## config.mk

```make
export PLATFORM = sky130hd
export DESIGN_NAME = w4823_fir_feeder
export DESIGN_NICKNAME = d
export VERILOG_FILES = /design/src/rtl/w4823_fir_feeder.sv
export SDC_FILE = /design/constraint.sdc
export NUM_CORES = 1
export LEC_CHECK = 0
export CORE_ASPECT_RATIO = 0.8
export CORE_UTILIZATION = 49
export CTS_BUF_LIST = sky130_fd_sc_hd__clkbuf_8
export CTS_CLUSTER_DIAMETER = 100
export DETAILED_ROUTE_END_ITERATION = 8
export HOLD_SLACK_MARGIN = 0.05
export PLACE_DENSITY = 0.94
export SYNTH_ARGS = -nofsm -noshare
export SYNTH_HDL_FRONTEND = slang
export SYNTH_SLANG_ARGS = --single-unit
```

## constraint.sdc

```tcl
create_clock -name clk1 -period 8.2 [get_ports clk1]
set_input_delay 2.05 -clock clk1 [delete_from_list [all_inputs] [get_ports clk1]]
set_output_delay 2.05 -clock clk1 [all_outputs]
set_load 0.02 [all_outputs]
```

## src/rtl/w4823_fir_feeder.sv

```systemverilog
// w4823_fir_feeder: loads FIR coefficients, paces samples into the FIR and
// captures its results while tracking outstanding samples.
module w4823_fir_feeder #(
  parameter int NTAPS      = 64,
  parameter int SAMPLE_GAP = 4,
  parameter int OUTST_W    = 8
) (
  input  logic                      clk1,
  input  logic                      rst_n,
  input  logic                      cfg_start,
  input  logic                      cfg_stop,
  input  logic [16:0]               hc_data,
  input  logic                      hc_valid,
  output logic                      hc_ready,
  input  logic [15:0]               hs_data,
  input  logic                      hs_valid,
  output logic                      hs_ready,
  output logic [16:0]               cin,
  output logic [$clog2(NTAPS)-1:0]  caddr,
  output logic                      cload,
  output logic [15:0]               din,
  output logic                      valid_in,
  input  logic [15:0]               dout,
  input  logic                      valid,
  output logic [15:0]               res_data,
  output logic                      res_valid,
  output logic                      coef_loaded,
  output logic                      busy,
  output logic                      err_unexp,
  output logic [OUTST_W-1:0]        outstanding
);
  localparam int AW = $clog2(NTAPS);
  typedef enum logic [1:0] {IDLE, LOAD, RUN} state_t;
  state_t state_q, state_d;
  logic [AW-1:0] k_q;
  logic [7:0] g_q;
  logic hc_acc, hs_acc, last_coef;
  logic [OUTST_W-1:0] outst_d;
  assign busy      = state_q != IDLE;
  assign hc_ready  = state_q == LOAD;
  assign hs_ready  = state_q == RUN && g_q == 8'd0 && !cfg_stop && outstanding != '1;
  assign hc_acc    = hc_valid && hc_ready && !cfg_stop;
  assign hs_acc    = hs_valid && hs_ready;
  assign last_coef = hc_acc && k_q == AW'(NTAPS - 1);
  always_comb begin
    state_d = state_q;
    state_d = (state_q == IDLE) ? (cfg_start ? LOAD : IDLE) :
              cfg_stop ? IDLE : last_coef ? RUN : state_q;
  end
  // a simultaneous sample accept and result cancel out
  always_comb begin
    outst_d = outstanding;
    outst_d = (hs_acc && !valid) ? outstanding + 1'b1 :
              (valid && !hs_acc && outstanding != '0) ? outstanding - 1'b1 : outstanding;
  end
  always_ff @(posedge clk1) begin
    if (!rst_n) begin
      state_q     <= IDLE;
      k_q         <= '0;
      g_q         <= '0;
      cin         <= '0;
      caddr       <= '0;
      cload       <= 1'b0;
      din         <= '0;
      valid_in    <= 1'b0;
      res_data    <= '0;
      res_valid   <= 1'b0;
      coef_loaded <= 1'b0;
      err_unexp   <= 1'b0;
      outstanding <= '0;
    end else begin
      state_q <= state_d;
      if (state_q == IDLE && cfg_start) begin
        k_q         <= '0;
        coef_loaded <= 1'b0;
      end
      if (hc_acc) begin
        cin   <= hc_data;
        caddr <= k_q;
        k_q   <= k_q + 1'b1;
      end
      if (last_coef) coef_loaded <= 1'b1;
      cload    <= hc_acc;
      valid_in <= hs_acc;
      if (hs_acc) din <= hs_data;
      g_q <= hs_acc ? 8'(SAMPLE_GAP - 1) : (g_q != 8'd0 ? g_q - 1'b1 : g_q);
      res_valid <= valid;
      if (valid) res_data <= dout;
      if (valid && outstanding == '0) err_unexp <= 1'b1;
      outstanding <= outst_d;
    end
  end
endmodule

```

==> metrics.csv <==
metric,value,unit
CTS H-tree lvls,3,
placed cell area,4780,um^2
Leakage,0.00180,uW
Period minus WS final,5.96,ns
Critical-path top delay cell,clkdlybuf4s50_1,
Gate Count Post-Synth,405,
CTS Buf Count,9,
WL met2,4130,um
Int Pwr,653,uW
via count of the first global-routing pass,2995,
number of vias per cell,5.25,
WP data required,6.15,ns
Post-Route WL,8550,um
Synth Net Count,471,
grt ovf,0,
Initial DRT Pass Iterations,4,
dominant cells by area after synthesis,"dfxtp_1 49%, nand2_1 9.3%, a21oi_1 8.4%",
post-synth top area share,48.6,%
Seq cells post-synth,84,
Syn-to-layout area delta,43.5,%
cell taking the most area after synthesis,dfxtp_1,
global-route wire length before repair,13500,um
Worst-path clk slew,0.09,ns
Final ANT Viol Nets,0,
via count,3223,
combinational share of power,21.2,%
Post-DP HPWL,6170,um
fin crit share,72.6,%
met3 WL post-DR,834,um
initial drt markers,124,
antenna fix cells,0,
Clock Power Share,29.4,%
clock root cell,clkbuf_8,
Setup crit start kind,input port,
CP max FO,6,
pin count of the biggest net entering global routing,74,
sequential share of power,49.4,%
Power per Cell Area,187,nW/um^2
Syn Std Cell Area,3460,um^2
Post-synth EDFFs,0,
Met1 Routed Length,3540,um
FP Rows,26,
DRC,0,
hold depth,2,
Fin Setup TNS,0,ns
most frequent cell after synthesis,nand2_1,
Bufs on Longest Clock Path,2,
Die ar.,7400,um^2
synth cell count leaders,"86 x nand2_1, 84 x dfxtp_1, 58 x a21oi_1",
layout cells sized above 1,5.09,%
mean routed wirelength per cell,13.9,um
Slew HR,19.9,%
fraction of registers with async set/reset,0,%
nets,591,
RSZ-0062 raised after global routing,false,
Slew Limit Fails,0,
Initial Utilization,52.3,%
CP Cell Sequence,clkdlybuf4s50_1 -> nor3b_1 -> o21ai_1 -> nor2_1 -> clkdlybuf4s50_1,
ys flop type,dfxtp_1,
design area,4960,um^2
worst-margin pin slew,1.20,ns
"Largest stage delay, worst path",0.63,ns
Post-CTS Repair Setup Buffers,0,
Unique masters post-synth,47,
Yosys warning count,0,
worst skew pair latency,0.35,ns
IO Pins,127,
TritonCTS clock tree,yes,
Fmax,168,MHz
initial antenna violation count,0,
Tot GR Track Use,23.4,%
worst clock skew,0.0115,ns
DR top layer,met4,
switching fraction of total power,29.5,%
R2R depth,12,
Final Hold Viols,0,
Placer Congestion,0.897,
IO Port Bufs,126,
Final setup viols,0,
kind of critical path,input port to primary output,
hold_buf cts,0,
Hold Crit Class,flop to flop,
crit end category,primary output,
# Max-Cap Violations,0,
die width,95.9,um
syn_area_per_cell,8.54,um^2
post-CTS sizing,0,
switching pwr,273,uW
Worst EP arrival,3.91,ns
sequential share of the synthesized area,48.6,%
Placeable Area,6600,um^2
maximum vdd drop,0.109,mV
cell repeated most along the worst path,clkdlybuf4s50_1,
Die Span Y,77.1,um
outcome,"complete, no violations",
# clock sinks,84,
-- stage by stage --
stage	cells	utilization, %	total power [uW]	setup WS (ns)	hold WS (ns)
floorplan	405	-	595	3.31	0.457
global placement	598	72.4	654	2.29	0.438
detailed placement	598	72.4	662	2.25	0.446
CTS	614	75.1	934	2.25	0.458
global route	614	75.1	970	2.10	0.472
finish	614	75.1	926	2.24	0.455
-- cell usage in the layout, fill, tap and decap left out, types with 2 or more instances in the layout --
| cell | instances |
|---|---|
| nand3_1 | 8 |
| nor3_1 | 8 |
| or4_1 | 2 |
| and3_1 | 2 |
| dfxtp_1 | 84 |
| a211oi_1 | 2 |
| inv_6 | 2 |
| mux2i_1 | 17 |
| xor2_1 | 5 |
| nand2_1 | 86 |
| nor2_1 | 41 |
| inv_1 | 4 |
| clkdlybuf4s50_1 | 126 |
| o21ai_0 | 11 |
| clkbuf_8 | 10 |
| o21a_1 | 4 |
| nor3b_1 | 3 |
| buf_4 | 2 |
| nand4_1 | 3 |
| clkinvlp_4 | 2 |
| a21oi_1 | 58 |
| o21bai_1 | 3 |
| a21boi_0 | 2 |
| a32o_1 | 2 |
| nand3b_1 | 3 |
| xnor2_1 | 7 |
| ha_1 | 9 |
-- state kept, by name (all words and copies together) (netlist names) --
signal / flops
caddr: 6
k_q: 6
outstanding: 8
coef_loaded: 1
state_q: 2
cin: 17
res_valid: 1
res_data: 16
valid_in: 1
din: 16
g_q: 8
err_unexp: 1
cload: 1
-- worst paths after layout --
kind / startpoint / to / slack, ns
hold reg to reg: din[5] / din[5] / 0.46
setup / recovery: cfg_stop / hs_ready / 2.24
setup reg to reg: g_q[0] / outstanding[7] / 4.71
hold / removal: din[5] / din[5] / 0.46
-- layout make-up --
| class | instances | area, um^2 |
|---|---|---|
| Inverter | 5 | 18.8 |
| Clock buffer | 10 | 138 |
| Tap cell | 84 | 105 |
| Timing Repair Buffer | 128 | 1280 |
| Fill cell | 506 | 1640 |
| Sequential cell | 84 | 1680 |
| Clock inverter | 6 | 46.3 |
| Multi-Input combinational cell | 297 | 1700 |
-- critical path, delay by kind of cell --
kind,cells,cell delay (ns)
AND/OR/NAND/NOR,2,0.49
buffers and inverters,2,1.13
AO/OA/AOI/OAI,1,0.23
-- per-layer routing --
metal / global-route usage, % / up-vias
li1: - / 1621
met4: 5.37 / 0
met2: 40.2 / 125
met1: 26.1 / 1471
met5: 0 / -
met3: 10.6 / 6
-- logic make-up after synthesis --
family,share of synthesized area [%]
AOI/OAI and AO/OA,14.5
xor gates and xnor gates,3.04
adders and majority gates,3.84
buffers and inverters,2.71
DFF,48.6
muxes,4.92
and+or+nand+nor,22.4
-- power by group through the flow --
stage / combinational [uW] / clock [uW] / sequential (uW)
2_1_floorplan: 124 / 0 / 472
3_3_place_gp: 188 / 0 / 465
3_5_place_dp: 196 / 0 / 466
4_1_cts: 198 / 278 / 458
5_1_grt: 214 / 295 / 461
6_report: 196 / 272 / 458
Note: power is estimated with default switching activity, not from simulation.
